**config.mk**
```make
export PLATFORM = sky130hd
export DESIGN_NAME = alu_cmd_sequencer
export DESIGN_NICKNAME = d
export VERILOG_FILES = /design/src/rtl/alu_seq_pkg.sv /design/src/rtl/alu_cmd_fifo.sv /design/src/rtl/alu_cmd_sequencer.sv
export SDC_FILE = /design/constraint.sdc
export NUM_CORES = 1
export LEC_CHECK = 0
export CAP_MARGIN = 20
export CORE_ASPECT_RATIO = 0.75
export CORE_UTILIZATION = 52
export CTS_BUF_LIST = sky130_fd_sc_hd__clkbuf_16
export DETAILED_ROUTE_END_ITERATION = 10
export PLACE_DENSITY = 0.77
export SYNTH_ARGS = -nofsm -noshare
export SYNTH_HDL_FRONTEND = slang
export SYNTH_SLANG_ARGS = --single-unit
```
**constraint.sdc**
```tcl
create_clock -name clk -period 2.5 [get_ports clk]
set_input_delay 0.5 -clock clk [delete_from_list [all_inputs] [get_ports clk]]
set_output_delay 0.5 -clock clk [all_outputs]
set_load 0.01 [all_outputs]
```
**src/rtl/alu_seq_pkg.sv**
```systemverilog
// rtl/alu_seq_pkg.sv - shared constants for the ALU command sequencer
package alu_seq_pkg;

    // ALU opcode width; the opcode is carried through the sequencer untouched.
    localparam int SEL_W = 3;

    // Default operand width and command FIFO depth.
    localparam int DEF_WIDTH = 8;
    localparam int DEF_DEPTH = 4;

    // Sequencer FSM encodings.
    localparam logic [1:0] ST_IDLE = 2'd0;
    localparam logic [1:0] ST_EXEC = 2'd1;
    localparam logic [1:0] ST_RESP = 2'd2;

endpackage

```
**src/rtl/alu_cmd_fifo.sv**
```systemverilog
// rtl/alu_cmd_fifo.sv - synchronous command FIFO with occupancy count
//
// Ports:
//   clk, rst_n           clock, asynchronous active-low reset
//   push_i, push_data_i  write request and data (ignored while full)
//   pop_i, pop_data_o    read request (ignored while empty) and head entry
//   count_o              number of stored entries, 0..DEPTH
//   full_o, empty_o      occupancy flags derived from count_o
module alu_cmd_fifo
    import alu_seq_pkg::*;
#(
    parameter int DATA_W = 2 * DEF_WIDTH + SEL_W,
    parameter int DEPTH  = DEF_DEPTH,
    localparam int PTR_W = $clog2(DEPTH),
    localparam int CNT_W = $clog2(DEPTH + 1)
) (
    input  logic              clk,
    input  logic              rst_n,
    input  logic              push_i,
    input  logic [DATA_W-1:0] push_data_i,
    input  logic              pop_i,
    output logic [DATA_W-1:0] pop_data_o,
    output logic [CNT_W-1:0]  count_o,
    output logic              full_o,
    output logic              empty_o
);

    logic [DATA_W-1:0] mem_q [DEPTH];
    logic [PTR_W-1:0]  wr_ptr_q;
    logic [PTR_W-1:0]  rd_ptr_q;
    logic [CNT_W-1:0]  count_q;
    logic              push_ok;
    logic              pop_ok;

    assign full_o  = (count_q == CNT_W'(DEPTH));
    assign empty_o = (count_q == '0);
    assign count_o = count_q;

    // Guard both sides so an over-eager requester cannot corrupt state.
    assign push_ok = push_i && !full_o;
    assign pop_ok  = pop_i && !empty_o;

    assign pop_data_o = mem_q[rd_ptr_q];

    // Storage carries no reset; entries are only read once written.
    always_ff @(posedge clk) begin
        if (push_ok) begin
            mem_q[wr_ptr_q] <= push_data_i;
        end
    end

    // DEPTH is a power of two, so pointers wrap by natural overflow.
    always_ff @(posedge clk or negedge rst_n) begin
        if (!rst_n) begin
            wr_ptr_q <= '0;
            rd_ptr_q <= '0;
            count_q  <= '0;
        end else begin
            if (push_ok) begin
                wr_ptr_q <= wr_ptr_q + PTR_W'(1);
            end
            if (pop_ok) begin
                rd_ptr_q <= rd_ptr_q + PTR_W'(1);
            end
            case ({push_ok, pop_ok})
                2'b10:   count_q <= count_q + CNT_W'(1);
                2'b01:   count_q <= count_q - CNT_W'(1);
                default: count_q <= count_q;
            endcase
        end
    end

endmodule

```
**src/rtl/alu_cmd_sequencer.sv**
```systemverilog
// rtl/alu_cmd_sequencer.sv - command FIFO, ALU issue and result capture stage
//
// Ports:
//   clk, rst_n                      clock, asynchronous active-low reset
//   cmd_valid/cmd_ready             command handshake
//   cmd_a, cmd_b, cmd_sel           command operands and opaque opcode
//   alu_a, alu_b, alu_sel           registered operands to the external ALU
//   alu_out                         combinational ALU result (WIDTH+1 bits)
//   rsp_valid/rsp_ready             response handshake
//   rsp_data, rsp_sel               captured result and its opcode
//   count                           command FIFO occupancy
//   busy                            FSM not idle or commands pending
module alu_cmd_sequencer
    import alu_seq_pkg::*;
#(
    parameter int WIDTH = DEF_WIDTH,
    parameter int DEPTH = DEF_DEPTH,
    localparam int CNT_W = $clog2(DEPTH + 1)
) (
    input  logic             clk,
    input  logic             rst_n,
    input  logic             cmd_valid,
    output logic             cmd_ready,
    input  logic [WIDTH-1:0] cmd_a,
    input  logic [WIDTH-1:0] cmd_b,
    input  logic [SEL_W-1:0] cmd_sel,
    output logic [WIDTH-1:0] alu_a,
    output logic [WIDTH-1:0] alu_b,
    output logic [SEL_W-1:0] alu_sel,
    input  logic [WIDTH:0]   alu_out,
    output logic             rsp_valid,
    input  logic             rsp_ready,
    output logic [WIDTH:0]   rsp_data,
    output logic [SEL_W-1:0] rsp_sel,
    output logic [CNT_W-1:0] count,
    output logic             busy
);

    localparam int DATA_W = 2 * WIDTH + SEL_W;

    logic [1:0]        state_q,     state_d;
    logic [WIDTH-1:0]  alu_a_q,     alu_a_d;
    logic [WIDTH-1:0]  alu_b_q,     alu_b_d;
    logic [SEL_W-1:0]  alu_sel_q,   alu_sel_d;
    logic [WIDTH:0]    rsp_data_q,  rsp_data_d;
    logic [SEL_W-1:0]  rsp_sel_q,   rsp_sel_d;
    logic              rsp_valid_q, rsp_valid_d;

    logic              fifo_push;
    logic              fifo_pop;
    logic [DATA_W-1:0] fifo_head;
    logic              fifo_full;
    logic              fifo_empty;

    // Ready depends on occupancy alone: a full FIFO never passes a
    // command straight through, even on a pop cycle.
    assign cmd_ready = !fifo_full;
    assign fifo_push = cmd_valid && cmd_ready;

    alu_cmd_fifo #(
        .DATA_W (DATA_W),
        .DEPTH  (DEPTH)
    ) u_fifo (
        .clk         (clk),
        .rst_n       (rst_n),
        .push_i      (fifo_push),
        .push_data_i ({cmd_a, cmd_b, cmd_sel}),
        .pop_i       (fifo_pop),
        .pop_data_o  (fifo_head),
        .count_o     (count),
        .full_o      (fifo_full),
        .empty_o     (fifo_empty)
    );

    always_comb begin
        state_d     = state_q;
        alu_a_d     = alu_a_q;
        alu_b_d     = alu_b_q;
        alu_sel_d   = alu_sel_q;
        rsp_data_d  = rsp_data_q;
        rsp_sel_d   = rsp_sel_q;
        rsp_valid_d = rsp_valid_q;
        fifo_pop    = 1'b0;

        case (state_q)
            ST_IDLE: begin
                if (!fifo_empty) begin
                    fifo_pop                        = 1'b1;
                    {alu_a_d, alu_b_d, alu_sel_d}   = fifo_head;
                    state_d                         = ST_EXEC;
                end
            end
            ST_EXEC: begin
                // Operands have been stable for a full cycle; alu_out is settled.
                rsp_data_d  = alu_out;
                rsp_sel_d   = alu_sel_q;
                rsp_valid_d = 1'b1;
                state_d     = ST_RESP;
            end
            ST_RESP: begin
                if (rsp_ready) begin
                    rsp_valid_d = 1'b0;
                    if (!fifo_empty) begin
                        // Issue the next command on the same edge as the handshake.
                        fifo_pop                      = 1'b1;
                        {alu_a_d, alu_b_d, alu_sel_d} = fifo_head;
                        state_d                       = ST_EXEC;
                    end else begin
                        state_d = ST_IDLE;
                    end
                end
            end
            default: begin
                rsp_valid_d = 1'b0;
                state_d     = ST_IDLE;
            end
        endcase
    end

    always_ff @(posedge clk or negedge rst_n) begin
        if (!rst_n) begin
            state_q     <= ST_IDLE;
            alu_a_q     <= '0;
            alu_b_q     <= '0;
            alu_sel_q   <= '0;
            rsp_data_q  <= '0;
            rsp_sel_q   <= '0;
            rsp_valid_q <= 1'b0;
        end else begin
            state_q     <= state_d;
            alu_a_q     <= alu_a_d;
            alu_b_q     <= alu_b_d;
            alu_sel_q   <= alu_sel_d;
            rsp_data_q  <= rsp_data_d;
            rsp_sel_q   <= rsp_sel_d;
            rsp_valid_q <= rsp_valid_d;
        end
    end

    assign alu_a     = alu_a_q;
    assign alu_b     = alu_b_q;
    assign alu_sel   = alu_sel_q;
    assign rsp_data  = rsp_data_q;
    assign rsp_sel   = rsp_sel_q;
    assign rsp_valid = rsp_valid_q;
    assign busy      = (state_q != ST_IDLE) || (count != '0);

endmodule

```
---- Word-level counts from Yosys, hierarchy flattened ----
Memory sizes are Yosys's and may differ from the RTL's.
Index checks and enable logic that the tools add are counted.
cells by class
  reductions and logical operators ........ 15
  bitwise logic cells ..................... 1
  $add $sub $neg .......................... 4
  mux-type cells .......................... 21
  equality and inequality tests ........... 7
operators with widths
  cell                   count
  $mux W8                4
  $pmux W8 S2            2
  $pmux W3 S2            2
  $mux W1                6
  $mux W3                2
  $pmux W2 S3            1
  $reduce_and A2 Y1      3
  $reduce_bool A2 Y1     3
  $add A2 B1 Y2 const B  2
  $eq A2 B1 Y1 const B   2
  $eq A2 B2 Y1 const B   2
  $mux W2                2
  $ne A2 B2 Y1 const B   2
  $add A3 B1 Y3 const B  1
  $eq A3 B3 Y1 const B   1
  $logic_and A1 B1 Y1    3
  $logic_not A3 Y1       1
  $pmux W1 S3            1
  $reduce_bool A3 Y1     1
  $sub A3 B1 Y3 const B  1
  $logic_not A1 Y1       2
  $logic_not A2 Y1       1
  $pmux W1 S2            1
  $logic_or A1 B1 Y1     1
  $not A1 Y1             1
storage, ports and cells
  bits in registers ....................... 41
  bits of input ports ..................... 32
  RAM bits ................................ 76
  memories kept ........................... 1
memories
  name          words  bits a word  read ports  clocked after memory_dff  write ports  RTL line            RTL
  u_fifo.mem_q  4      19           1           0                         1            alu_cmd_fifo.sv:28  logic [DATA_W-1:0] mem_q [DEPTH];

---- Longest topological paths before layout ----
  depth in word-level cells ............... 7
  mapped depth ............................ 9

---- By module ----
A second synthesis with hierarchy kept.
second synthesis, totals
  cell total of the unflattened synthesis .. 217
  area, all modules ....................... 4,624.4 um2
modules (own cells, without submodules)
  module             seq. area each (um2)  instances  cells an instance  area an instance (um2)
  alu_cmd_fifo       2,457.4               1          136                3,185.6
  alu_cmd_sequencer  850.8                 1          81                 1,438.9

---- Worst setup path after synthesis ----
OpenSTA, ideal clock, no wires.
  path kind ............................... flip-flop to flip-flop
  start point ............................. reg u_fifo.count_q[0] (netlist: u_fifo.count_o[0])
  end point ............................... reg u_fifo.count_q[2] (netlist: u_fifo.count_o[2])
  data required time ...................... 2.421 ns
  data arrival time ....................... 2.075 ns
  setup slack ............................. 0.345 ns
  cell stages (with the launch flop) ...... 10
  clock period less this slack ............ 2.155 ns
  path buffers ............................ 0
  cell sequence ........................... dfrtp_1 > or3b_4 > and2_4 > inv_1 > ha_1 > inv_1 > fa_1 > xor2_1 > nor2_1 > xor2_1
between the ends
  elaborated cells on any way between the ends .. 16
RTL lines
  item                                                      RTL line                 RTL
  start, declared                                           alu_cmd_fifo.sv:31       logic [CNT_W-1:0] count_q;
  start signal, assigned                                    alu_cmd_fifo.sv:66       2'b10: count_q <= count_q + CNT_W'(1);
  start signal, assigned                                    alu_cmd_fifo.sv:67       2'b01: count_q <= count_q - CNT_W'(1);
  start signal, assigned                                    alu_cmd_fifo.sv:68       default: count_q <= count_q;
  $eq A3 B3 Y1 *                                            alu_cmd_fifo.sv:35       assign full_o = (count_q == CNT_W'(DEPTH));
  $logic_not A1 Y1 *                                        alu_cmd_sequencer.sv:57  assign cmd_ready = !fifo_full;
  via cmd_ready                                             alu_cmd_sequencer.sv:23  output logic cmd_ready,
  $logic_and A1 B1 Y1                                       alu_cmd_sequencer.sv:58  assign fifo_push = cmd_valid && cmd_ready;
  $logic_and A1 B1 Y1 *                                     alu_cmd_fifo.sv:40       assign push_ok = push_i && !full_o;
  $eq A2 B1 Y1 / $eq A2 B2 Y1 (equally long branches)       alu_cmd_fifo.sv:65       case ({push_ok, pop_ok})
  $pmux W3 S2 / $reduce_bool A2 Y1 (equally long branches)  n/a
The timed path passes the listed nets; every way through them passes the cells marked *.
A chain may end at the register's enable or synchronous reset.

---- Final worst setup path ----
  start point ............................. reg u_fifo.count_q[0] (netlist: u_fifo.count_o[0])
  end point ............................... out busy
between the ends
  cells in the longest elaborated chain, start to end .. 2
RTL lines
  item                RTL line                  RTL
  $reduce_bool A3 Y1  alu_cmd_sequencer.sv:146  assign busy = (state_q != ST_IDLE) || (count != '0);
  $logic_or A1 B1 Y1  alu_cmd_sequencer.sv:146
  end, declared       alu_cmd_sequencer.sv:36   output logic busy
Every way passes these cells.

==> metrics.csv <==
metric,value,unit
status,finished clean,
Die H,82.2,um
Initial DRC Count,85,
post-synth top area cell,edfxtp_1,
Ys Warns,0,
Slew @ Worst Pin,553,ps
WL per Instance,18.7,um
Worst Path Arrival,1850,ps
Final Cell Area,0.00586,mm^2
crit path max fanout,5,
slowest cell on the critical path,clkdlybuf4s50_1,
Unique masters post-synth,31,
ys async rst share,35.0,%
PortBufs,68,
nets,335,
post-CTS sizing,0,
GR Util All Layers,19.6,%
CTS buffer count,17,
Max-slew headroom,63.1,%
dpl cell area,0.00527,mm^2
Post-synth EDFFs,76,
first-pass GRT wire length,12.1,mm
sequential fraction of design power,38.2,%
fin crit period,2350,ps
full die area,0.00895,mm^2
CTS Sinks,117,
final hold violations,0,
clock skew,7.78,ps
Avg Synthesized Cell Area,20.8,um^2
hold_ws,73.4,ps
Most used DFF post-synth,edfxtp_1,
Startpoint Class,flop,
clock tree from TritonCTS,yes,
post-route DRC violation count,0,
Fin Setup TNS,0,ps
chip width,109,um
# IOs,69,
"FF+latch count, synth",117,
Worst Hold Class,input port to async pin,
Yosys top cell area share,51.2,%
Mapped Nets,252,
CTS H-tree lvls,4,
global route total overflow,0,
Max Buffers Root-to-Sink,2,
FMAX,0.426,GHz
largest net degree at the start of global routing,42,
switch share,27.6,%
Core ar.,0.00809,mm^2
Starting Density,55.1,%
sequential-to-total area share from yosys stat,74.2,%
register clock-pin slew on the reported worst setup and hold paths,50,ps
Clock Root Buffer,clkbuf_16,
synth cell count leaders,"76 x edfxtp_1, 41 x dfrtp_1, 28 x mux2_2",
crit-path cells,"nor3_2, nand2_1, clkdlybuf4s50_1",
First-pass DRT Iterations,4,
area growth from synthesis to layout,31.5,%
Setup Buffers After CTS,0,
CTS Hold Bufs,0,
Pint,5.76,mW
Comb power frac,32.0,%
worst path required time,2000,ps
Netlist Area Pre-Place,0.00446,mm^2
GPL Wtd Cong,0.703,
number of global-route vias before repair,2348,
Leak,2.18,nW
Multi-input gate area,0.00108,mm^2
DP HPWL,4.43,mm
post-route ant nets,0,
final setup vio count,0,
Tcrit/Tclk final,94.0,%
Setup crit end kind,output pin,
Setup CP Type,flop to output pin,
drt total wl,7.76,mm
Antenna Cells,0,
PwrDens,1360,mW/mm^2
RSZ-0062 raised after global routing,no,
antenna violations before repair,0,
via count,2261,
Max stage delay on crit path,500,ps
fillers,492,
cells after synthesis,214,
"top cells by area, synth","edfxtp_1 51%, dfrtp_1 23%, mux4_2 9.1%",
max-cap violation count,0,
vias per inst,5.45,
Clock Power Share,29.8,%
Pins Over Slew Limit,0,
Storage cell area,0.00331,mm^2
FP Rows,28,
share of cells above drive strength 1,29.0,%
top-count cell post-synth,edfxtp_1,
worst vdd ir,0.740,mV
clk_lat worst skew,400,ps
P_sw,2.19,mW
## per-stage QoR
step | total power [mW] | util [%] | worst slack (ps) | instances
final | 7.95 | 72.5 | 150 | 415
after global routing | 8.36 | 72.5 | 33.4 | 415
after CTS | 8.06 | 72.5 | 133 | 415
after detailed placement | 5.63 | 65.2 | 141 | 383
after global placement | 5.55 | 65.2 | 195 | 383
after floorplan | 4.59 | - | 345 | 214
## critical path, delay by kind of cell, from the launching register on
family                 cells  cell delay, ps
and+or+nand+nor            2             510
buffers and inverters      1             500
DFF                        1             430
## flip-flops by register name, summed over array words and instances (netlist names)
signal           count
alu_a                8
alu_b                8
alu_sel              3
rsp_data             9
rsp_sel              3
rsp_valid            1
state_q              2
u_fifo.count_o       3
u_fifo.mem_q        76
u_fifo.rd_ptr_q      2
u_fifo.wr_ptr_q      2
## power groups by stage
stage | Clock [mW] | Combinational [mW] | Sequential [mW]
finish | 2.37 | 2.55 | 3.03
global route | 2.50 | 2.76 | 3.10
CTS | 2.42 | 2.59 | 3.04
detailed placement | 0 | 2.56 | 3.06
global placement | 0 | 2.52 | 3.04
floorplan | 0 | 1.49 | 3.10
## final cells by class
type | instances | area share (%)
inverter | 6 | 0.384
clock inverter | 15 | 2.84
multi-input combinational | 83 | 18.4
timing repair buffer | 72 | 12.5
sequential | 117 | 56.4
tap | 105 | 2.24
clock buffer | 17 | 7.25
## cell families after synthesis
group | Yosys count | synth area share [%]
AND/OR/NAND/NOR | 16 | 2.53
AO/OA/AOI/OAI | 3 | 0.449
multiplexers | 52 | 18.1
flip-flops | 117 | 74.2
XOR/XNOR | 6 | 1.18
adder cells (fa/ha/maj) | 6 | 1.85
buffers and inverters | 14 | 1.74
## routing by layer
| metal | routed length, um | vias up | global-route usage (%) |
|---|---|---|---|
| li1 | - | 1003 | - |
| met1 | 3290 | 1173 | 23.1 |
| met2 | 3930 | 74 | 32.9 |
| met3 | 453 | 11 | 7.61 |
| met4 | 90 | 0 | 7.70 |
| met5 | 0 | - | 0 |
## layout by cell type (no fill, tap or decap), types with 2 or more instances in the layout
| cell type | instances |
|---|---|
| edfxtp_1 | 76 |
| clkdlybuf4s50_1 | 67 |
| dfrtp_1 | 41 |
| mux2_2 | 28 |
| mux4_2 | 18 |
| clkbuf_16 | 17 |
| inv_1 | 8 |
| ha_1 | 5 |
| and3_2 | 4 |
| xor2_1 | 4 |
| clkinv_2 | 4 |
| nor2_1 | 3 |
| mux2_1 | 3 |
| clkinvlp_4 | 3 |
| clkinv_4 | 3 |
| bufinv_16 | 3 |
| xnor2_1 | 2 |
| buf_4 | 2 |
| buf_12 | 2 |
## final timing paths
check | cells past startpoint | endpoint | from | slack (ps)
worst max-delay path | 3 | busy | u_fifo.count_o[0]$_DFFE_PN0P_ | 150
max in group asynchronous | 2 | u_fifo.wr_ptr_q[0]$_DFFE_PN0P_ | rst_n | 2220
worst max register to register | 9 | u_fifo.count_o[2]$_DFFE_PN0P_ | u_fifo.count_o[0]$_DFFE_PN0P_ | 300
worst min register to register | 1 | rsp_data[4]$_DFFE_PN0P_ | rsp_data[4]$_DFFE_PN0P_ | 490
min in group clk | 1 | rsp_data[4]$_DFFE_PN0P_ | rsp_data[4]$_DFFE_PN0P_ | 490
worst min-delay path | 2 | rsp_data[3]$_DFFE_PN0P_ | rst_n | 70
(Power assumes the default switching activity.)
